--- src/rtl/mem_arbiter.sv ---
// Two-requester arbiter sharing one single-port synchronous memory between
// instruction fetch and data, with data priority, a fetch starvation guard and perf counters.
module mem_arbiter #(
    parameter int unsigned STARVE_LIMIT = 4,
    parameter int unsigned CNT_W        = 32
) (
    input  logic             clk,
    input  logic             rst,
    input  logic             inst_ce_i,
    input  logic [31:0]      inst_addr_i,
    output logic             inst_gnt_o,
    output logic [31:0]      inst_o,
    output logic             inst_rvalid_o,
    input  logic             data_ce_i,
    input  logic             data_we_i,
    input  logic [31:0]      data_addr_i,
    input  logic [31:0]      data_i,
    output logic             data_gnt_o,
    output logic [31:0]      data_o,
    output logic             data_rvalid_o,
    output logic             mem_ce_o,
    output logic             mem_we_o,
    output logic [31:0]      mem_addr_o,
    output logic [31:0]      mem_wdata_o,
    input  logic [31:0]      mem_rdata_i,
    output logic             stall_o,
    output logic [CNT_W-1:0] inst_grants_o,
    output logic [CNT_W-1:0] data_grants_o,
    output logic [CNT_W-1:0] conflict_cnt_o
);

    localparam int unsigned SW = $clog2(STARVE_LIMIT + 1);

    localparam logic [1:0] OWN_NONE = 2'd0;
    localparam logic [1:0] OWN_INST = 2'd1;
    localparam logic [1:0] OWN_DATA = 2'd2;

    logic [SW-1:0]    starve_q, starve_d;
    logic [1:0]       own_q, own_d;
    logic [CNT_W-1:0] igr_q, igr_d;
    logic [CNT_W-1:0] dgr_q, dgr_d;
    logic [CNT_W-1:0] conf_q, conf_d;
    logic             force_inst;
    logic             inst_gnt;
    logic             data_gnt;

    // Grant decision: data wins collisions unless fetch has starved long enough.
    always_comb begin
        force_inst = (starve_q == SW'(STARVE_LIMIT));
        inst_gnt   = 1'b0;
        data_gnt   = 1'b0;
        if (!rst) begin
            data_gnt = data_ce_i & ~(inst_ce_i & force_inst);
            inst_gnt = inst_ce_i & ~data_gnt;
        end
    end

    // Memory port is driven by whichever side holds the grant, zero when idle.
    always_comb begin
        mem_ce_o    = inst_gnt | data_gnt;
        mem_we_o    = 1'b0;
        mem_addr_o  = '0;
        mem_wdata_o = '0;
        if (inst_gnt) begin
            mem_addr_o = inst_addr_i;
        end else if (data_gnt) begin
            mem_we_o    = data_we_i;
            mem_addr_o  = data_addr_i;
            mem_wdata_o = data_i;
        end
    end

    assign inst_gnt_o = inst_gnt;
    assign data_gnt_o = data_gnt;
    assign stall_o    = ~rst & ((inst_ce_i & ~inst_gnt) | (data_ce_i & ~data_gnt));

    always_comb begin
        starve_d = '0;
        if (inst_ce_i && !inst_gnt) begin
            starve_d = force_inst ? starve_q : starve_q + SW'(1);
        end
        own_d = OWN_NONE;
        if (inst_gnt) begin
            own_d = OWN_INST;
        end else if (data_gnt && !data_we_i) begin
            own_d = OWN_DATA;
        end
        igr_d  = igr_q + CNT_W'(inst_gnt);
        dgr_d  = dgr_q + CNT_W'(data_gnt);
        conf_d = conf_q + CNT_W'(inst_ce_i & data_ce_i);
    end

    always_ff @(posedge clk or posedge rst) begin
        if (rst) begin
            starve_q <= '0;
            own_q    <= OWN_NONE;
            igr_q    <= '0;
            dgr_q    <= '0;
            conf_q   <= '0;
        end else begin
            starve_q <= starve_d;
            own_q    <= own_d;
            igr_q    <= igr_d;
            dgr_q    <= dgr_d;
            conf_q   <= conf_d;
        end
    end

    // Read data is valid one cycle after the grant; the non-owner sees zero.
    assign inst_rvalid_o  = (own_q == OWN_INST);
    assign data_rvalid_o  = (own_q == OWN_DATA);
    assign inst_o         = inst_rvalid_o ? mem_rdata_i : '0;
    assign data_o         = data_rvalid_o ? mem_rdata_i : '0;
    assign inst_grants_o  = igr_q;
    assign data_grants_o  = dgr_q;
    assign conflict_cnt_o = conf_q;

endmodule

--- config.mk ---
export PLATFORM = sky130hd
export DESIGN_NAME = mem_arbiter
export DESIGN_NICKNAME = d
export VERILOG_FILES = /design/src/rtl/mem_arbiter.sv
export SDC_FILE = /design/constraint.sdc
export NUM_CORES = 1
export LEC_CHECK = 0
export CORE_AREA = 2 2 142 144
export CTS_CLUSTER_SIZE = 16
export DETAILED_ROUTE_END_ITERATION = 8
export DIE_AREA = 0 0 144 146
export PLACE_DENSITY_LB_ADDON = 0.08
export SETUP_SLACK_MARGIN = 0.05
export SYNTH_ARGS = -nofsm -noshare
export SYNTH_HDL_FRONTEND = slang
export SYNTH_SLANG_ARGS = --single-unit
--- constraint.sdc ---
create_clock -name clk -period 5.95 [get_ports clk]
set_input_delay 0.8925 -clock clk [delete_from_list [all_inputs] [get_ports clk]]
set_output_delay 0.8925 -clock clk [all_outputs]
set_load 0.005 [all_outputs]
# After elaboration in Yosys (flattened, before gate mapping)
# Index checks and enable logic that the tools add are counted.
dict set report classes {
  add_sub_neg 4
  n_eq_ne 4
  bitwise_logic 14
  muxes 14
  n_reduce_logical 4
}
# op n
set ops {}
lappend ops {{$mux W32} 6}
lappend ops {{$add A32 B1 Y32} 3}
lappend ops {{$and A1 B1 Y1} 7}
lappend ops {{$mux W3} 2}
lappend ops {{$not A1 Y1} 5}
lappend ops {{$mux W1} 4}
lappend ops {{$mux W2} 2}
lappend ops {{$add A3 B1 Y3 const B} 1}
lappend ops {{$eq A3 B3 Y1 const B} 1}
lappend ops {{$eq A2 B1 Y1 const B} 1}
lappend ops {{$eq A2 B2 Y1 const B} 1}
lappend ops {{$logic_and A1 B1 Y1} 2}
lappend ops {{$logic_not A1 Y1} 2}
lappend ops {{$ne A2 B2 Y1 const B} 1}
lappend ops {{$or A1 B1 Y1} 2}
dict set report totals {
  register_bits 101
  word_cells 45
  in_bits 133
  output_inout_bits 231
}

# Logic depth before layout (Yosys ltp)
# Gate-level depths: netlist of the first run.
dict set report depth {
  word_depth 11
  depth_mapped 12
}

# Worst setup path after synthesis of the first run
# No wires, ideal clock.
dict set report synth_path {
  path_type {input port to output port}
  from {in rst}
  to {out mem_addr_o[16]}
  n_path_buf 3
  cell_stages 6
  arrival_ns 4.244
  slack_ns 0.813
  cell_sequence {inv_1 and3_1 buf_2 clkbuf_1 buf_1 a22o_1}
}
dict set report synth_via {
  elab_chain_len 3
  word_cells_on_any_way 4
}
# element line
set synth_rtl {}
lappend synth_rtl {{from (decl)} 8} ;# input logic rst,
lappend synth_rtl {{$mux W1} 52} ;# if (!rst) begin
lappend synth_rtl {{$mux W32} 66} ;# end else if (data_gnt) begin
lappend synth_rtl {{$mux W32 (*)} 64} ;# if (inst_gnt) begin
lappend synth_rtl {{to (decl)} 23} ;# output logic [31:0] mem_addr_o,
# Every way passes the cells marked *; elsewhere a longest branch is shown, timed or not.

# Worst setup path after layout of the first run
dict set report layout_path {
  from {in rst}
  to {out mem_wdata_o[18]}
}
dict set report layout_via {
  elab_chain_len 3
  word_cells_on_any_way 4
}
# element line
set layout_rtl {}
lappend layout_rtl {{$mux W1} 52}
lappend layout_rtl {{$mux W32} 66}
lappend layout_rtl {{$mux W32 (*)} 64}
lappend layout_rtl {{to (decl)} 24} ;# output logic [31:0] mem_wdata_o,
# Marks and branches as above.

==> results of run 1 <==
-- registers in the layout (all words and copies together) (netlist names) --
register / count
conflict_cnt_o: 32
data_grants_o: 32
inst_grants_o: 32
starve_q: 3
own_q: 2
-- power breakdown --
part	internal, µW	total (µW)	switching (µW)
Combinational	282	450	168
Sequential	743	820	76.9
Clock	279	530	250
-- worst max path at each step --
| stage | start | endpoint |
|---|---|---|
| 3_3_place_gp | rst | mem_wdata_o[17] |
| 6_report | rst | mem_wdata_o[18] |
| 3_5_place_dp | rst | mem_wdata_o[17] |
| 4_1_cts | rst | mem_wdata_o[17] |
| 2_1_floorplan | rst | mem_addr_o[16] |
| 5_1_grt | rst | mem_wdata_o[12] |
-- cell families after synthesis --
group           synth area share, %
flops                         46.37
buf+inv                       2.571
fa+ha+maj                     1.837
compound gates                5.326
xor+xnor                      14.78
simple gates                  29.11
-- per-layer routing --
metal | vias up | part of all wire [%] | global-route usage, %
li1 | 2560 | - | -
met2 | 233 | 47 | 35.69
met1 | 2654 | 42 | 28.81
met5 | - | 0.097 | 0
met3 | 24 | 8.9 | 7.404
met4 | 4 | 1.2 | 4.608
-- metrics by stage --
step	cell area, µm²	cells
after floorplan	5450	535
after global placement	9361	1144
after detailed placement	9361	1144
after CTS	9618	1158
after global routing	9618	1158
final	9625	1161
-- worst max-delay path, cell delays in order --
cell and delay, ps:
clkdlybuf4s50_1 460, inv_4 270, and3_2 1020, and2_1 320
clkdlybuf4s50_1 570
-- area by class of cell --
cell class	instances	area (µm²)
antenna	3	7.507
sequential	101	2527
inverter	11	43.79
timing repair buffer	367	3664
clock inverter	4	27.53
multi-input combinational	400	2795
fill	1799	9709
clock buffer	10	229.0
tap	265	331.6
-- synthesized netlist by cell type, types with 8 or more instances --
cell        n  area share [%]
xor2_1     28             4.5
inv_1      11            0.76
nand2_1    25             1.7
dfrtp_1   101              46
and4_1     11             1.8
and2_1    103              12
a22o_1     32             5.1
nand3_1    32             2.9
ha_1        8             1.8
nor2_1     17             1.2
clkbuf_1   17             1.2
xnor2_1    64              10
nand4_1    32             3.7
and3_1     13             1.5
==> qor.yml, run 1 <==
die:
  io_pins: 364
  fp-row-count: 51
  dieWidth_um: 144
  core_area_mm2: 0.01933
  start_util_pct: 28.19
  die_area_mm2: 0.02102
  die_h_um: 146
routing:
  post_drt_via_cell_ratio: 4.716
  drc: 0
  wl_per_cell_um: 20.37
  drt_wl_total_um: 23650
  drt_iter0_markers: 248
  vias: 5475
  ant_nets: 0
  dr.pass1.iters: 4
timing:
  fmax_ghz: 0.2254
  maxSlewViolCount: 0
  relSlewSlack_pct: 22.01
  worst_slack_ps: 1512
  clock_skew_ps: 9.124
  totalNegativeSetupSlack_ps: 0
  fin_crit_sh_pct: 74.58
  hold_ws_ps: 468.5
  tightest_slew_ps: 1170
  rsz0062_at_grt: "no"
  hold_violations: 0
  setup_viol: 0
  min_period_ps: 4438
pwr:
  total_power_uw: 1800
  pwr_density_cell_mw_per_mm2: 187.0
  ir_worst_vdd_mv: 0.1519
  p_leak_uw: 0.003994
cts:
  ctsRootBufferMaster: "clkbuf_16"
  clk_latency_ps: 340
  cts.sink_count: 101
  clk_pin_slew_ps: 70
  htreeDepth: 3
  postCtsHoldBufs: 0
  postCtsSetupBuffers: 0
  cts_tree: "done"
  cts_max_path_buffers: 2
  cts_buffers: 9
  cts_resized: 0
global_route:
  grt-ovfl-total: 0
  grt_first_pass_wirelength_um: 34490
  antenna_found_initial: 8
  grt_pass1_vias: 5531
  grt_usage_pct: 22.10
  grt_max_degree: 80
worst_setup_path:
  endpoint_kind: "primary output"
  critPathLaunchType: "input port"
  cp.required_ps: 5060
  critPathMaxFanout: 70
  cp.arrival_ps: 3550
  crit_type: "in -> out"
  r2r_end: "inst_grants_o[24]"
  r2r_setup_slack_ps: 2490
  r2r_start: "starve_q[0]"
  reg2regPathDepth: 10
logic_synthesis:
  synth.distinct_cells: 31
  synth_cells: 535
  ys_ff_latch: 101
  synth_flop_cell: "dfrtp_1"
  postSynthAreaPerCell_um2: 10.19
  synth_area_mm2: 0.005450
  syn_nets: 676
  yosysSeqAreaShare_pct: 46.37
  synthArstFlopShare_pct: 100.0
  ys_warn_count: 0
  synth_edf_count: 0
worst_hold_path:
  whs_path_depth: 1
  min_from: "conflict_cnt_o[31]"
  hp-class: "reg -> reg"
  hold_path_end: "conflict_cnt_o[31]"
place:
  pre_cts_slack_ps: 1432
  gp_congestion: 0.8764
  dp_hpwl_um: 19340
  port_buffers: 363
layout:
  nets: 1031
  drive_above_1_share_pct: 3.135
  mostFrequentLayoutCell: "clkdlybuf4s50_1"
  fin_util_pct: 49.78
  area_growth_pct: 76.61
  final_cell_mix: "clkdlybuf4s50_1, and2_1, dfrtp_1"
run:
  cap_viol_max_count: 0
run_status:
  outcome: "completed"
(Power assumes the default switching activity.)
==> inputs of run 2 (changes only) <==
Clock period 5.95 ns to 4.1 ns, I/O delays scaled along.
==> run 2 against run 1 <==
  * Worst hold slack better by 12 ps
  * Largest cell class unchanged
  * Via count is 0.16% lower
  * Cell area is 0.81% higher
  * Non-clock buffer count is 5 higher
  * Sequential share of layout area is 0.21 points lower
  * Sequential power is 45% higher
==> qor.yml, run 2 (synthesis gave the netlist of run 1 again) <==
place:
  pre_cts_slack_ps: 826.4  # -605.7 ps
  dp_hpwl_um: 20080  # +3.8%
  gp_congestion: 0.8968  # +2.3%
  place_area_mm2: 0.009400  # +0.41%
  port_buffers: 363  # unchanged
routing:
  drc: 0  # unchanged
  drt_wl_total_um: 24190  # +2.3%
  vias: 5466  # -0.16%
  dr.pass1.iters: 4  # unchanged
  post_drt_via_cell_ratio: 4.680  # -0.76%
  drt_iter0_markers: 260  # +4.8%
  wl_per_cell_um: 20.71  # +1.7%
  ant_nets: 0  # unchanged
die:
  die_h_um: 146  # unchanged
  dieWidth_um: 144  # unchanged
  die_area_mm2: 0.02102  # unchanged
  io_pins: 364  # unchanged
  core_area_mm2: 0.01933  # unchanged
  fp-row-count: 51  # unchanged
  start_util_pct: 28.19  # unchanged
cts:
  cts_resized: 0  # unchanged
  cts_max_path_buffers: 2  # unchanged
  cts_buffers: 9  # unchanged
  htreeDepth: 3  # unchanged
  cts.sink_count: 101  # unchanged
  postCtsSetupBuffers: 0  # unchanged
  cts_tree: "done"
  clk_latency_ps: 350  # about the same
  postCtsHoldBufs: 0  # unchanged
  clk_pin_slew_ps: 70  # about the same
  ctsRootBufferMaster: "clkbuf_16"
worst_setup_path:
  crit_path_top_delay_cell: "clkdlybuf4s50_1"
  cp_slowest_stage_delay_ps: 520  # -500 ps
  cp.arrival_ps: 2630  # -920 ps
  cp_cell_sequence: "clkdlybuf4s50_1, nand2b_1, a21oi_4, buf_4, a22o_1, clkdlybuf4s50_1"
  endpoint_kind: "primary output"
  critPathLaunchType: "input port"
  cp.required_ps: 3480  # -1580 ps
  cpMostUsedCell: "clkdlybuf4s50_1"
  cp_num_buf_inv: 3  # unchanged
  critical_path.top_delay_family: "buffers and inverters"
  crit_type: "in -> out"
  critPathMaxFanout: 35  # -50%
layout:
  final_cell_mix: "clkdlybuf4s50_1, and2_1, dfrtp_1"
  fin_area_mm2: 0.009703  # +0.81%
  mostFrequentLayoutCell: "clkdlybuf4s50_1"
  fin_util_pct: 50.18  # +0.40 points
  seq_area_mm2: 0.002527  # unchanged
  drive_above_1_share_pct: 3.671  # +0.54 points
  multiInputGateArea_mm2: 0.002795  # unchanged
  area_growth_pct: 78.03
  nets: 1036  # +0.48%
  n_fill_cell: 1763  # -2.0%
worst_hold_path:
  hp-class: "reg -> reg"
timing:
  maxSlewViolCount: 0  # unchanged
  totalNegativeSetupSlack_ps: 0  # unchanged
  setup_viol: 0  # unchanged
  rsz0062_at_grt: "no"
  clock_skew_ps: 8.751  # -0.3730 ps
  fmax_ghz: 0.3080
  min_period_ps: 3247
  relSlewSlack_pct: 34.75  # +13 points
  tightest_slew_ps: 978.8  # -191.0 ps
  fin_crit_sh_pct: 79.19
  worst_slack_ps: 853.2  # -659.2 ps
  hold_violations: 0  # unchanged
global_route:
  grt-ovfl-total: 0  # unchanged
  grt_max_degree: 77  # -3.8%
  grt_usage_pct: 22.80  # +0.71 points
  antenna_found_initial: 6  # -2
  grt_first_pass_wirelength_um: 35200  # +2.1%
  grt_pass1_vias: 5585  # +0.98%
run_status:
  outcome: "completed"
run:
  cap_viol_max_count: 0  # unchanged
pwr:
  ir_worst_vdd_mv: 0.2134  # +40%
  pwr_density_cell_mw_per_mm2: 278.1  # +49%
  p_leak_uw: 0.004026  # +0.81%
[run 2: final timing paths]
check / startpoint / to / slack, ps / cells after the start
min: inst_grants_o[31] / inst_grants_o[31] / 480 / 1
min reg2reg: inst_grants_o[31] / inst_grants_o[31] / 480 / 1
max: rst / mem_addr_o[11] / 850 / 6
max in group asynchronous: rst / conflict_cnt_o[14] / 2050 / 4
min in group asynchronous: rst / data_grants_o[22] / 760 / 3
max reg2reg: starve_q[0] / data_grants_o[20] / 1270 / 9
[run 2: metrics by stage]
step	instances	total power, µW	hold WS (ps)
after floorplan	535	1358	464.7
after global placement	1149	1865	458.1
after detailed placement	1149	1874	468.2
after CTS	1164	2740	481.9
after global routing	1164	2820	493.4
final	1168	2698	480.8
[run 2: power by group]
part | internal, µW | switching [µW]
Clock | 488 | 366
Combinational | 412 | 245
Sequential | 1080 | 109
[run 2: area by class of cell]
type	count	area share [%]
multi-input cells	400	28.81
well taps	265	3.417
clock buffers	12	2.540
clock inverters	3	0.4771
inverters	11	0.4642
diodes	4	0.1032
flip-flops and latches	101	26.05
repair buffers	372	38.14
[run 2: metal layers]
layer	GRT usage (%)	share of wire [%]	up-vias
met1	28.80	42	2652
met4	4.706	1.2	8
met5	0	0.20	-
met3	8.193	9.1	22
li1	-	-	2554
met2	37.52	48	230
[run 2: worst reg2reg max path: stages, from the launching register on]
cell     delay, ps
dfrtp_1        400
inv_1           60
ha_1           240
nand3_1         90
and3_2         180
buf_4          380
ha_1           430
and4_1         500
nor3b_1        300
xor2_1         170
